[config.mk]
export PLATFORM = sky130hd
export DESIGN_NAME = inst_decode_buffer_flat
export DESIGN_NICKNAME = d
export VERILOG_FILES = /design/src/rtl/wisc_pkg.sv /design/src/rtl/inst_decode_buffer_if.sv /design/src/rtl/ext_ctrl_decode.sv /design/src/rtl/inst_decode_buffer.sv /design/src/flat_wrapper.sv
export SDC_FILE = /design/constraint.sdc
export NUM_CORES = 1
export LEC_CHECK = 0
export CORE_ASPECT_RATIO = 0.6
export CORE_MARGIN = 2
export CORE_UTILIZATION = 40
export CTS_CLUSTER_DIAMETER = 30
export DETAILED_ROUTE_END_ITERATION = 8
export PLACE_DENSITY = 0.64
export SKIP_LAST_GASP = 1
export SYNTH_ARGS = -nofsm -noshare
export SYNTH_HDL_FRONTEND = slang
export SYNTH_SLANG_ARGS = --single-unit
[constraint.sdc]
create_clock -name clk -period 3.7 [get_ports clk]
set_input_delay 0.37 -clock clk [delete_from_list [all_inputs] [get_ports clk]]
set_output_delay 0.37 -clock clk [all_outputs]
set_load 0.02 [all_outputs]
[src/rtl/wisc_pkg.sv]
// Shared WISC-SP20 definitions: opcodes, immediate-extension encodings,
// decode-buffer state encoding and the buffered entry layout.
package wisc_pkg;

   localparam int N = 16;

   // Opcode field is inst[15:11]
   localparam logic [4:0] OP_HALT  = 5'b00000;
   localparam logic [4:0] OP_J     = 5'b00100;
   localparam logic [4:0] OP_JR    = 5'b00101;
   localparam logic [4:0] OP_JAL   = 5'b00110;
   localparam logic [4:0] OP_JALR  = 5'b00111;
   localparam logic [4:0] OP_ADDI  = 5'b01000;
   localparam logic [4:0] OP_SUBI  = 5'b01001;
   localparam logic [4:0] OP_XORI  = 5'b01010;
   localparam logic [4:0] OP_ANDNI = 5'b01011;
   localparam logic [4:0] OP_BEQZ  = 5'b01100;
   localparam logic [4:0] OP_BNEZ  = 5'b01101;
   localparam logic [4:0] OP_BLTZ  = 5'b01110;
   localparam logic [4:0] OP_BGEZ  = 5'b01111;
   localparam logic [4:0] OP_ST    = 5'b10000;
   localparam logic [4:0] OP_LD    = 5'b10001;
   localparam logic [4:0] OP_SLBI  = 5'b10010;
   localparam logic [4:0] OP_STU   = 5'b10011;
   localparam logic [4:0] OP_ROLI  = 5'b10100;
   localparam logic [4:0] OP_SLLI  = 5'b10101;
   localparam logic [4:0] OP_RORI  = 5'b10110;
   localparam logic [4:0] OP_SRLI  = 5'b10111;
   localparam logic [4:0] OP_LBI   = 5'b11000;

   // Immediate field-size selects for the downstream extender
   localparam logic [1:0] SM_IMM  = 2'b00;
   localparam logic [1:0] LG_IMM  = 2'b01;
   localparam logic [1:0] DIS_IMM = 2'b10;

   typedef enum logic [1:0] {
      ST_RUN       = 2'b00,
      ST_HALT_PEND = 2'b01,
      ST_HALTED    = 2'b10
   } state_t;

   // One buffered instruction together with its decode result
   typedef struct packed {
      logic [N-1:0] inst;
      logic [N-1:0] pc;
      logic         ext_sign;
      logic [1:0]   ext_op;
      logic         imm_used;
      logic         halt;
   } buf_entry_t;

endpackage

[src/rtl/inst_decode_buffer_if.sv]
// Fetch-side and decode-side handshake bundle of the decode buffer.
// master = the environment driving fetch and consuming decode, slave = the buffer.
interface inst_decode_buffer_if;

   logic                   in_valid;
   logic                   in_ready;
   logic [wisc_pkg::N-1:0] in_inst;
   logic [wisc_pkg::N-1:0] in_pc;
   logic                   flush;
   logic                   out_valid;
   logic                   out_ready;
   logic [wisc_pkg::N-1:0] out_inst;
   logic [wisc_pkg::N-1:0] out_pc;
   logic                   out_ext_sign;
   logic [1:0]             out_ext_op;
   logic                   out_imm_used;
   logic                   out_halt;
   logic                   halted;

   modport master (
      output in_valid, in_inst, in_pc, flush, out_ready,
      input  in_ready, out_valid, out_inst, out_pc, out_ext_sign,
             out_ext_op, out_imm_used, out_halt, halted
   );

   modport slave (
      input  in_valid, in_inst, in_pc, flush, out_ready,
      output in_ready, out_valid, out_inst, out_pc, out_ext_sign,
             out_ext_op, out_imm_used, out_halt, halted
   );

endinterface

[src/rtl/ext_ctrl_decode.sv]
// Combinational opcode decoder producing the immediate-extension controls
// and the HALT flag for one instruction.
module ext_ctrl_decode
   import wisc_pkg::*;
(
   input  logic [4:0] opcode,
   output logic       ext_sign,
   output logic [1:0] ext_op,
   output logic       imm_used,
   output logic       is_halt
);

   // Table lookup: opcodes without an immediate fall through to all-zero controls
   always_comb begin
      ext_sign = 1'b0;
      ext_op   = SM_IMM;
      imm_used = 1'b0;
      is_halt  = (opcode == OP_HALT);
      case (opcode)
         OP_ADDI, OP_SUBI, OP_ST, OP_LD, OP_STU: begin
            ext_sign = 1'b1;
            ext_op   = SM_IMM;
            imm_used = 1'b1;
         end
         OP_XORI, OP_ANDNI, OP_ROLI, OP_SLLI, OP_RORI, OP_SRLI: begin
            ext_sign = 1'b0;
            ext_op   = SM_IMM;
            imm_used = 1'b1;
         end
         OP_BEQZ, OP_BNEZ, OP_BLTZ, OP_BGEZ, OP_LBI, OP_JR, OP_JALR: begin
            ext_sign = 1'b1;
            ext_op   = LG_IMM;
            imm_used = 1'b1;
         end
         OP_SLBI: begin
            ext_sign = 1'b0;
            ext_op   = LG_IMM;
            imm_used = 1'b1;
         end
         OP_J, OP_JAL: begin
            ext_sign = 1'b1;
            ext_op   = DIS_IMM;
            imm_used = 1'b1;
         end
         default: begin
            ext_sign = 1'b0;
            ext_op   = SM_IMM;
            imm_used = 1'b0;
         end
      endcase
   end

endmodule

[src/rtl/inst_decode_buffer.sv]
// Decode-stage front end: two-entry skid buffer (OUT + SKID) holding
// pre-decoded instructions, plus the HALT drain-and-stop state machine.
// Decode is done once on the input path so every output is a register.
module inst_decode_buffer
   import wisc_pkg::*;
(
   input  logic                 clk,
   input  logic                 rst,
   inst_decode_buffer_if.slave  bus
);

   state_t     state;
   buf_entry_t out_q;
   buf_entry_t skid_q;
   buf_entry_t new_entry;
   logic       out_v;
   logic       skid_v;
   logic       dec_sign;
   logic [1:0] dec_op;
   logic       dec_imm;
   logic       dec_halt;
   logic       accept;
   logic       drain;

   ext_ctrl_decode u_ext_ctrl_decode (
      .opcode   (bus.in_inst[15:11]),
      .ext_sign (dec_sign),
      .ext_op   (dec_op),
      .imm_used (dec_imm),
      .is_halt  (dec_halt)
   );

   // Bundle the incoming word with its decode so it travels as one entry
   always_comb begin
      new_entry          = '0;
      new_entry.inst     = bus.in_inst;
      new_entry.pc       = bus.in_pc;
      new_entry.ext_sign = dec_sign;
      new_entry.ext_op   = dec_op;
      new_entry.imm_used = dec_imm;
      new_entry.halt     = dec_halt;
   end

   // Ready comes only from registered state and flush, never from in_valid
   assign bus.in_ready = !skid_v && (state == ST_RUN) && !bus.flush;
   assign accept       = bus.in_valid && bus.in_ready;
   assign drain        = out_v && bus.out_ready;

   assign bus.out_valid    = out_v;
   assign bus.out_inst     = out_q.inst;
   assign bus.out_pc       = out_q.pc;
   assign bus.out_ext_sign = out_q.ext_sign;
   assign bus.out_ext_op   = out_q.ext_op;
   assign bus.out_imm_used = out_q.imm_used;
   assign bus.out_halt     = out_q.halt;
   assign bus.halted       = (state == ST_HALTED);

   // Skid buffer: SKID refills OUT on drain; new entries take OUT when it is free
   always_ff @(posedge clk or posedge rst) begin
      if (rst) begin
         out_v  <= 1'b0;
         skid_v <= 1'b0;
         out_q  <= '0;
         skid_q <= '0;
      end else if (bus.flush && (state != ST_HALTED)) begin
         out_v  <= 1'b0;
         skid_v <= 1'b0;
      end else if (drain) begin
         if (skid_v) begin
            out_q  <= skid_q;
            skid_v <= 1'b0;
         end else if (accept) begin
            out_q <= new_entry;
         end else begin
            out_v <= 1'b0;
         end
      end else if (accept) begin
         if (!out_v) begin
            out_q <= new_entry;
            out_v <= 1'b1;
         end else begin
            skid_q <= new_entry;
            skid_v <= 1'b1;
         end
      end
   end

   // HALT sequencing: stop accepting after HALT, stop entirely once it retires
   always_ff @(posedge clk or posedge rst) begin
      if (rst) begin
         state <= ST_RUN;
      end else begin
         case (state)
            ST_RUN: begin
               if (accept && new_entry.halt) begin
                  state <= ST_HALT_PEND;
               end
            end
            ST_HALT_PEND: begin
               if (bus.flush) begin
                  state <= ST_RUN;
               end else if (drain && out_q.halt) begin
                  state <= ST_HALTED;
               end
            end
            ST_HALTED: begin
               state <= ST_HALTED;
            end
            default: begin
               state <= ST_RUN;
            end
         endcase
      end
   end

endmodule

[src/flat_wrapper.sv]
// flat-port wrapper written by rule: the top's interface ports become plain ports
module inst_decode_buffer_flat import wisc_pkg::*;
  (clk, rst, bus_in_valid, bus_in_inst, bus_in_pc, bus_flush, bus_out_ready, bus_in_ready, bus_out_valid, bus_out_inst, bus_out_pc, bus_out_ext_sign, bus_out_ext_op, bus_out_imm_used, bus_out_halt, bus_halted);
  inst_decode_buffer_if bus_i ();
  input  logic clk;
  input  logic rst;
  input wire logic [$bits(bus_i.in_valid)-1:0] bus_in_valid;
  input wire logic [$bits(bus_i.in_inst)-1:0] bus_in_inst;
  input wire logic [$bits(bus_i.in_pc)-1:0] bus_in_pc;
  input wire logic [$bits(bus_i.flush)-1:0] bus_flush;
  input wire logic [$bits(bus_i.out_ready)-1:0] bus_out_ready;
  output wire logic [$bits(bus_i.in_ready)-1:0] bus_in_ready;
  output wire logic [$bits(bus_i.out_valid)-1:0] bus_out_valid;
  output wire logic [$bits(bus_i.out_inst)-1:0] bus_out_inst;
  output wire logic [$bits(bus_i.out_pc)-1:0] bus_out_pc;
  output wire logic [$bits(bus_i.out_ext_sign)-1:0] bus_out_ext_sign;
  output wire logic [$bits(bus_i.out_ext_op)-1:0] bus_out_ext_op;
  output wire logic [$bits(bus_i.out_imm_used)-1:0] bus_out_imm_used;
  output wire logic [$bits(bus_i.out_halt)-1:0] bus_out_halt;
  output wire logic [$bits(bus_i.halted)-1:0] bus_halted;
  assign bus_i.in_valid = bus_in_valid;
  assign bus_i.in_inst = bus_in_inst;
  assign bus_i.in_pc = bus_in_pc;
  assign bus_i.flush = bus_flush;
  assign bus_i.out_ready = bus_out_ready;
  assign bus_in_ready = bus_i.in_ready;
  assign bus_out_valid = bus_i.out_valid;
  assign bus_out_inst = bus_i.out_inst;
  assign bus_out_pc = bus_i.out_pc;
  assign bus_out_ext_sign = bus_i.out_ext_sign;
  assign bus_out_ext_op = bus_i.out_ext_op;
  assign bus_out_imm_used = bus_i.out_imm_used;
  assign bus_out_halt = bus_i.out_halt;
  assign bus_halted = bus_i.halted;
  inst_decode_buffer u_core (.clk(clk), .rst(rst), .bus(bus_i));
endmodule
-- Word-level counts from Yosys, hierarchy flattened
Memory sizes are Yosys's and may differ from the RTL's.
Index checks and enable logic that the tools add are counted.
- equal/unequal tests: 8
- mux-type cells: 18
- bitwise logic cells: 2
- reductions and logical operators: 20
- operators with widths (operator ; count):
    two-way mux 37 bit ; 5
    two-way mux 1 bit ; 9
    AND reduction 4 bit ; 2
    logical AND 1 bit ; 7
    two-way mux 2 bit ; 3
    != test 2 bit (second input constant) ; 3
    != test 3 bit (second input constant) ; 2
    one-hot mux 2 bit (3 select lines) ; 1
    nonzero test 3 bit ; 2
    zero test 5 bit ; 1
    AND reduction 2 bit ; 2
    nonzero test 2 bit ; 2
    != test 3 x 2 -> 1 bit (second input constant) ; 1
    AND reduction 3 bit ; 1
    equality test 2 x 1 -> 1 bit (second input constant) ; 1
    equality test 2 bit (second input constant) ; 1
    zero test 1 bit ; 2
    zero test 2 bit ; 1
    inverter 1 bit ; 2
- bits in registers: 78
- ROM bits: 128
- bits of input ports: 37
- output and inout port bits: 40
- word-level logic and storage cells: 64
- memories kept: 1
- memory list (name ; depth ; bits a word ; read ports ; clocked after Yosys merged registers in ; write ports ; line ; text):
    (no name shown) ; 32 ; 4 ; 1 ; 0 ; 0 ; ext_ctrl_decode.sv:19 ; case (opcode)

-- Logic depth before layout (Yosys ltp)
Gate-level depths: netlist of run 1.
- depth after elaboration: 8
- depth in mapped cells: 6
- gate-level depth less buffers: 4

-- Hierarchy
From an unflattened synthesis of run 1, not the netlist that was laid out.
- cell total of the unflattened synthesis: 246
- area, all modules: 3594.7 sq um
- by module, submodules not included (module ; instances ; cells each ; area each (sq um) ; sequential area each (sq um)):
    inst_decode_buffer ; 1 ; 229 ; 3499.6 ; 1951.9
    ext_ctrl_decode ; 1 ; 17 ; 95.1 ; 0.0

-- Worst setup path before layout of run 1
Ideal clock, no wire load.
- path type: register to register
- start point: register u_core.state[0]
- end point: register u_core.out_q (netlist bit u_core.bus.out_pc[10])
- setup time: 0.128 ns
- arrival: 1.917 ns
- required time: 3.572 ns
- setup slack: 1.655 ns
- stages on the path, launching flop included: 6
- path buffers: 1
- clock period less this slack: 2.045 ns
- path through: dfrtp_1 nor4_4 nand3b_1 a2bb2oi_4 buf_4 mux2_1
- cells in the longest elaborated chain, start to end: 6
- elaborated cells between the ends (all ways): 10
- those cells by class: 1 x eq/ne; 1 x bitwise; 8 x reduce/logical
- RTL lines (what ; line ; text):
    start, declared ; inst_decode_buffer.sv:12 ; state_t state;
    start signal, assigned ; inst_decode_buffer.sv:91 ; state <= ST_RUN;
    start signal, assigned ; inst_decode_buffer.sv:96 ; state <= ST_HALT_PEND;
    start signal, assigned ; inst_decode_buffer.sv:101 ; state <= ST_RUN;
    zero test 2 bit * ; inst_decode_buffer.sv:45 ; assign bus.in_ready = !skid_v && (state == ST_RUN) && !bus.flush;
    logical AND 1 bit * (2 in series) ; inst_decode_buffer.sv:45 ;
    named net bus_in_ready ; flat_wrapper.sv:12 ; output wire logic [$bits(bus_i.in_ready)-1:0] bus_in_ready;
    logical AND 1 bit * ; inst_decode_buffer.sv:46 ; assign accept = bus.in_valid && bus.in_ready;
    nonzero test 2 bit (no line) ; - ;
    AND reduction 4 bit (no line) * ; - ;
    end signal, assigned ; inst_decode_buffer.sv:70 ; out_q <= skid_q;
    end signal, assigned ; inst_decode_buffer.sv:73 ; out_q <= new_entry;
    end signal, assigned ; inst_decode_buffer.sv:79 ; out_q <= new_entry;
    end, declared ; inst_decode_buffer.sv:13 ; buf_entry_t out_q;
Mark *: on every way through the listed nets, which the timed path passes. The rest lies on a longest branch.
A chain may end at the register's enable or synchronous reset.

-- Worst setup path in the final report of run 1
- start point: register u_core.state[0]
- end point: output port bus_in_ready
- cells in the longest elaborated chain, start to end: 3
- RTL lines (what ; line):
    zero test 2 bit ; inst_decode_buffer.sv:45
    logical AND 1 bit (2 in series) ; inst_decode_buffer.sv:45
    end, declared ; flat_wrapper.sv:12
No other way between the ends.

==> results.yml, run 1 <==
run_status:
  status: "finished, final reports clean"
clock_tree:
  cts.sinks: 78
  clock_latency_ns: 0.34
  max-clock-path-buffers: 2
  numCtsBuffers: 9
  cts_tree: "yes"
  h-tree-depth: 3
  clk_pin_slew_worst_paths_ns: 0.06
  postCtsHoldBufs: 0
  cts_root_buf: "clkbuf_16"
  ctsResizeCount: 0
  postCtsSetupBuffers: 0
route:
  num_vias: 2568
  post_drt_wl_per_cell_um: 14.70
  vias_per_cell: 4.958
  drc_errors: 0
  antenna_left: 0
  wl_um: 7617
  dr.pass1.iters: 4
  drt-initial-drc-count: 149
worst_hold_path:
  hold_class: "flop to flop"
global_routing:
  gr-total-overflow: 0
  grt_pass1_vias: 2627
  grt_usage_pct: 16.99
  antenna_found_initial: 0
  grt_max_degree: 64
  grt_pass1_wl_um: 12960
floorplan:
  core-area_um2: 8588
  rows: 26
  die_w_um: 125.8
  dieHeight_um: 77.06
  start_util_pct: 41.43
  io_pins: 77
  die_area_um2: 9691
sta:
  fin_crit_sh_pct: 62.85
  clock_skew_ns: 0.005896
  worst_slew_pin_slew_ns: 1.101
  drv_slew: 0
  max_slew_margin_pct: 26.63
  min_period_ns: 2.325
  rsz0062_at_grt: "no"
  hold_viol: 0
  fmax_mhz: 430.0
  setup_viol: 0
  fin_tns_setup_ns: 0
setup_path:
  startpoint_type: "flop"
  startpoint: "u_core.state[0]"
  reg2regPathDepth: 4
  reg2reg_to: "u_core.skid_q[36]"
  reg2reg_slack_ns: 1.48
  critPathCaptureType: "output port"
  crit_arrival_ns: 1.96
  worstReg2RegStart: "u_core.state[0]"
  worstPathRequired_ns: 3.33
  crit_path_end: "bus_in_ready"
  critPathKind: "flop to output port"
  critPathMaxFanout: 5
yosys:
  synth_top_family_by_area: "multiplexers"
  synth_xor_area_share_pct: 0.2461
  postSynthRegisterBits: 78
  synth_top_area_share_pct: 54.85
  syn_avg_cell_area_um2: 10.92
  ys_top_cells_by_count: "nand2_1, dfrtp_1, mux2_1, mux2_2, o21ai_0"
  syn_area_um2: 3558
  async_flop_share_pct: 100.0
  synth.area.top_cells: "dfrtp_1, nand2_1, mux2_1"
  synth_flop_cell: "dfrtp_1"
  yosysTopAreaCell: "dfrtp_1"
  synthSimpleGateAreaFrac_pct: 15.79
  ys_types: 30
  synth_most_common_cell: "nand2_1"
  syn_nets: 363
  synthAdderAreaFrac_pct: 0
  synthCells: 326
  ys_warn_count: 0
  synth-compound-area-share_pct: 4.360
  muxShareOfSynthArea_pct: 22.12
  seq_area_frac_synth_pct: 54.85
  synth-edff-count: 0
cells_and_area:
  drive_gt1_share_pct: 14.53
  design_area_um2: 4746
  syn_to_final_growth_pct: 33.37
  finalNetCount: 439
  fillers: 750
  diodes: 0
placement:
  place_area_um2: 4462
  port_buffers: 76
  gp_congestion: 0.7486
  hpwl_um: 5184
power_and_ir_drop:
  vdd.ir_drop.worst_v: 0.0003325
  p_per_area_nw_per_um2: 581.7
  p_leak_nw: 2.177
flow_run:
  cap_violations: 0
==> area by class of cell <==
type / instances / area, um2 / share of cell area (%)
Sequential cell: 78 / 1952 / 41.13
Multi-Input combinational cell: 227 / 1531 / 32.27
Timing Repair Buffer: 83 / 825.8 / 17.40
Clock buffer: 14 / 254.0 / 5.352
Tap cell: 112 / 140.1 / 2.953
Clock inverter: 1 / 30.03 / 0.6327
Inverter: 3 / 12.51 / 0.2636
==> logic make-up after synthesis <==
kind of cell	count (synthesis)
buffers and inverters	21
multiplexers	70
AND/OR/NAND/NOR	134
AO/OA/AOI/OAI	22
flip-flops	78
XOR/XNOR	1
==> through the flow <==
step	power [mW]	cells	setup WS, ns	hold slack, ns	util (%)
after floorplan	1.552	326	1.335	0.4484	-
after global placement	1.902	503	1.199	0.4596	51.95
after detailed placement	1.926	503	1.143	0.4737	51.95
after CTS	2.800	518	1.361	0.4859	55.26
after global routing	2.899	518	1.282	0.5102	55.26
final	2.761	518	1.375	0.4819	55.26
==> power by group <==
| group | internal [mW] | switching, mW | leakage (nW) |
|---|---|---|---|
| clock network | 0.538 | 0.321 | 0.137 |
| logic | 0.396 | 0.328 | 1.06 |
| registers | 1.07 | 0.109 | 0.983 |
| total | 2.00 | 0.758 | 2.18 |
==> metal layers <==
layer | vias up | wire length [um] | track usage (%)
li1 | 1241 | - | -
met1 | 1239 | 3830 | 24.02
met2 | 81 | 3191 | 24.70
met3 | 7 | 542 | 7.258
met4 | 0 | 53 | 2.967
met5 | - | 0 | 0
==> worst min-delay path by stage <==
| stage | slack (ns) | from | cells past startpoint | end |
|---|---|---|---|---|
| 2_1_floorplan | 0.45 | u_core.skid_q[4] | 2 | u_core.skid_q[4] |
| 3_3_place_gp | 0.46 | u_core.skid_q[4] | 2 | u_core.skid_q[4] |
| 3_5_place_dp | 0.47 | u_core.bus.out_pc[9] | 1 | u_core.bus.out_pc[9] |
| 4_1_cts | 0.49 | u_core.bus.out_pc[9] | 1 | u_core.bus.out_pc[9] |
| 5_1_grt | 0.51 | u_core.bus.out_inst[3] | 1 | u_core.bus.out_inst[3] |
| 6_report | 0.48 | u_core.bus.out_pc[9] | 1 | u_core.bus.out_pc[9] |
==> placed cells by master (no fill, tap or decap) <==
cell type	Yosys	layout
nor4b_1	1	1
o21ai_0	12	12
inv_1	3	2
or3_1	1	1
nand2_1	113	113
and2_1	1	1
a31o_2	1	1
nand3_1	1	1
mux2i_1	1	1
xnor2_1	1	1
nor4_4	1	1
nor2_1	5	5
bufinv_16	0	1
nand3b_1	2	2
or3b_1	1	1
o21a_1	2	2
buf_12	0	1
mux2_2	34	34
clkbuf_1	11	4
and3_1	2	1
a21oi_2	1	1
dfrtp_1	78	78
clkbuf_8	0	1
mux2_1	35	35
nor3_1	2	2
nor2b_1	4	4
a2bb2oi_4	1	1
clkdlybuf4s50_1	0	76
o2111ai_4	0	1
o22ai_1	2	2
o31ai_1	2	2
buf_4	3	6
and3_2	0	1
clkbuf_16	0	9
clkinv_2	0	1
==> sequential cells by signal, indices dropped and copies added, names as in the netlist <==
signal	cells
u_core.bus.out_imm_used	1
u_core.bus.out_inst	16
u_core.state	2
u_core.bus.out_valid	1
u_core.skid_q	37
u_core.bus.out_halt	1
u_core.bus.out_ext_op	2
u_core.bus.out_pc	16
u_core.skid_v	1
u_core.bus.out_ext_sign	1
==> critical path, cell delays in order, from the launching register on <==
cell             delay, ns
dfrtp_1               0.45
nor4_4                0.48
clkdlybuf4s50_1       0.69
Power figures use the tool's default switching activity.
==> run 2: changes to the inputs <==
==> constraint.sdc (replaced) <==
create_clock -name clk -period 2.26 [get_ports clk]
set_input_delay 0.226 -clock clk [delete_from_list [all_inputs] [get_ports clk]]
set_output_delay 0.226 -clock clk [all_outputs]
set_load 0.02 [all_outputs]
==> run 2 against run 1 <==
  * Total power grew 64%
  * Largest power group unchanged
  * First-iteration DRC count is 27% lower
  * Clock skew up 0.0015 ns
  * Core utilization is 1.2 points higher
  * Critical path type unchanged
==> results.yml, run 2 (synthesis results as in run 1) <==
placement:
  gp_congestion: 0.7723
  port_buffers: 76
  hpwl_um: 5335
  place_area_um2: 4554
  dp_cells: 512
clock_tree:
  max-clock-path-buffers: 2
  numCtsBuffers: 9
  clk_pin_slew_worst_paths_ns: 0.06
  cts.sinks: 78
  postCtsHoldBufs: 0
  postCtsSetupBuffers: 0
  cts_root_buf: "clkbuf_16"
  cts_tree: "yes"
  clock_latency_ns: 0.33
  h-tree-depth: 3
  ctsResizeCount: 0
floorplan:
  start_util_pct: 41.43
  die_area_um2: 9691
  rows: 26
  core-area_um2: 8588
  dieHeight_um: 77.06
  io_pins: 77
  die_w_um: 125.8
setup_path:
  max_stage_delay_ns: 0.72
  crit_arrival_ns: 1.91
  worstPathRequired_ns: 2.03
  startpoint_type: "flop"
  reg2reg_slack_ns: 0.30
  worstReg2RegStart: "u_core.state[1]"
  critPathKind: "flop to output port"
  critPathMaxFanout: 5
  reg2regPathDepth: 5
  reg2reg_to: "u_core.bus.out_inst[3]"
  slowest_stage: "clkdlybuf4s50_1"
  crit_chain: "nor2b_1, clkdlybuf4s50_1"
  critPathCaptureType: "output port"
cells_and_area:
  fillers: 758
  fin_cells: 527
  diodes: 0
  syn_to_final_growth_pct: 36.15
  largest_reg_flops: 37
  drive_gt1_share_pct: 17.11
  final_cell_mix: "nand2_1, dfrtp_1, clkdlybuf4s50_1"
  finalNetCount: 448
  fin_util_pct: 56.41
  top_register: "u_core.skid_q"
  design_area_um2: 4845
  mostFrequentLayoutCell: "nand2_1"
sta:
  hold_viol: 0
  min_period_ns: 2.136
  rsz0062_at_grt: "no"
  worst_slew_pin_slew_ns: 0.4810
  clock_skew_ns: 0.007358
  setup_viol: 0
  max_slew_margin_pct: 67.93
  fin_tns_setup_ns: 0
  fmax_mhz: 468.2
  fin_crit_sh_pct: 94.50
  drv_slew: 0
route:
  vias_per_cell: 4.943
  wl_um: 7781
  highest_layer: "met4"
  wl_met2_um: 3385
  drt-initial-drc-count: 109
  wl_met1_um: 3930
  dr.pass1.iters: 4
  post_drt_wl_per_cell_um: 14.76
  wl_met3_um: 416
  num_vias: 2605
  drc_errors: 0
  antenna_left: 0
power_and_ir_drop:
  p_per_area_nw_per_um2: 934.8
  total_power_mw: 4.529
  p_leak_nw: 2.231
  vdd.ir_drop.worst_v: 0.0005209
global_routing:
  grt_max_degree: 36
  grt_pass1_vias: 2600
  gr-total-overflow: 0
  grt_pass1_wl_um: 13140
  antenna_found_initial: 0
  grt_usage_pct: 17.35
worst_hold_path:
  hold_class: "primary input to asynchronous set/reset pin"
flow_run:
  cap_violations: 0
run_status:
  status: "finished, final reports clean"
[run 2: cell types whose count changed in the layout (fill, tap and decap cells not counted)]
cell and change:
clkinv_2 +2, buf_4 +7, clkinvlp_4 +1, clkbuf_1 -3, buf_12 +2
[run 2: cell type report]
class / count / area (um2) / area share (%)
Sequential cell: 78 / 1952 / 40.29
Multi-Input combinational cell: 227 / 1531 / 31.61
Timing Repair Buffer: 92 / 918.4 / 18.96
Clock buffer: 11 / 242.7 / 5.010
Tap cell: 112 / 140.1 / 2.893
Clock inverter: 4 / 47.55 / 0.9814
Inverter: 3 / 12.51 / 0.2583
[run 2: per-layer routing]
layer	track usage [%]	vias to the layer above
met5	0	-
met4	4.725	0
met2	24.59	61
met3	6.211	5
li1	-	1259
met1	25.12	1280
[run 2: stage by stage]
stage	worst slack, ns	hold WS, ns
after global placement	0.05730	0.4607
after global routing	0.02279	0.2449
after detailed placement	0.01904	0.4708
after floorplan	0.03897	0.3577
after CTS	0.1190	0.2272
final	0.1243	0.2180
[run 2: critical path, delay by kind of cell (launching register included)]
kind          cells  cell delay (ns)
buf+inv           1             0.72
flops             1             0.43
simple gates      1             0.42
[run 2: worst max-delay path by stage]
stage	startpoint	endpoint
after CTS	u_core.state[1]	bus_halted
after floorplan	rst	u_core.bus.out_ext_op[0]
after global placement	bus_in_valid	u_core.bus.out_pc[10]
after global routing	u_core.state[0]	bus_halted
final	u_core.state[1]	bus_halted
after detailed placement	bus_in_valid	u_core.bus.out_inst[3]
[run 2: report_power, final]
group | leakage, nW | switching, mW | internal [mW]
Clock | 0.141 | 0.527 | 0.874
Combinational | 1.11 | 0.541 | 0.660
Sequential | 0.983 | 0.177 | 1.75
Total | 2.23 | 1.25 | 3.28
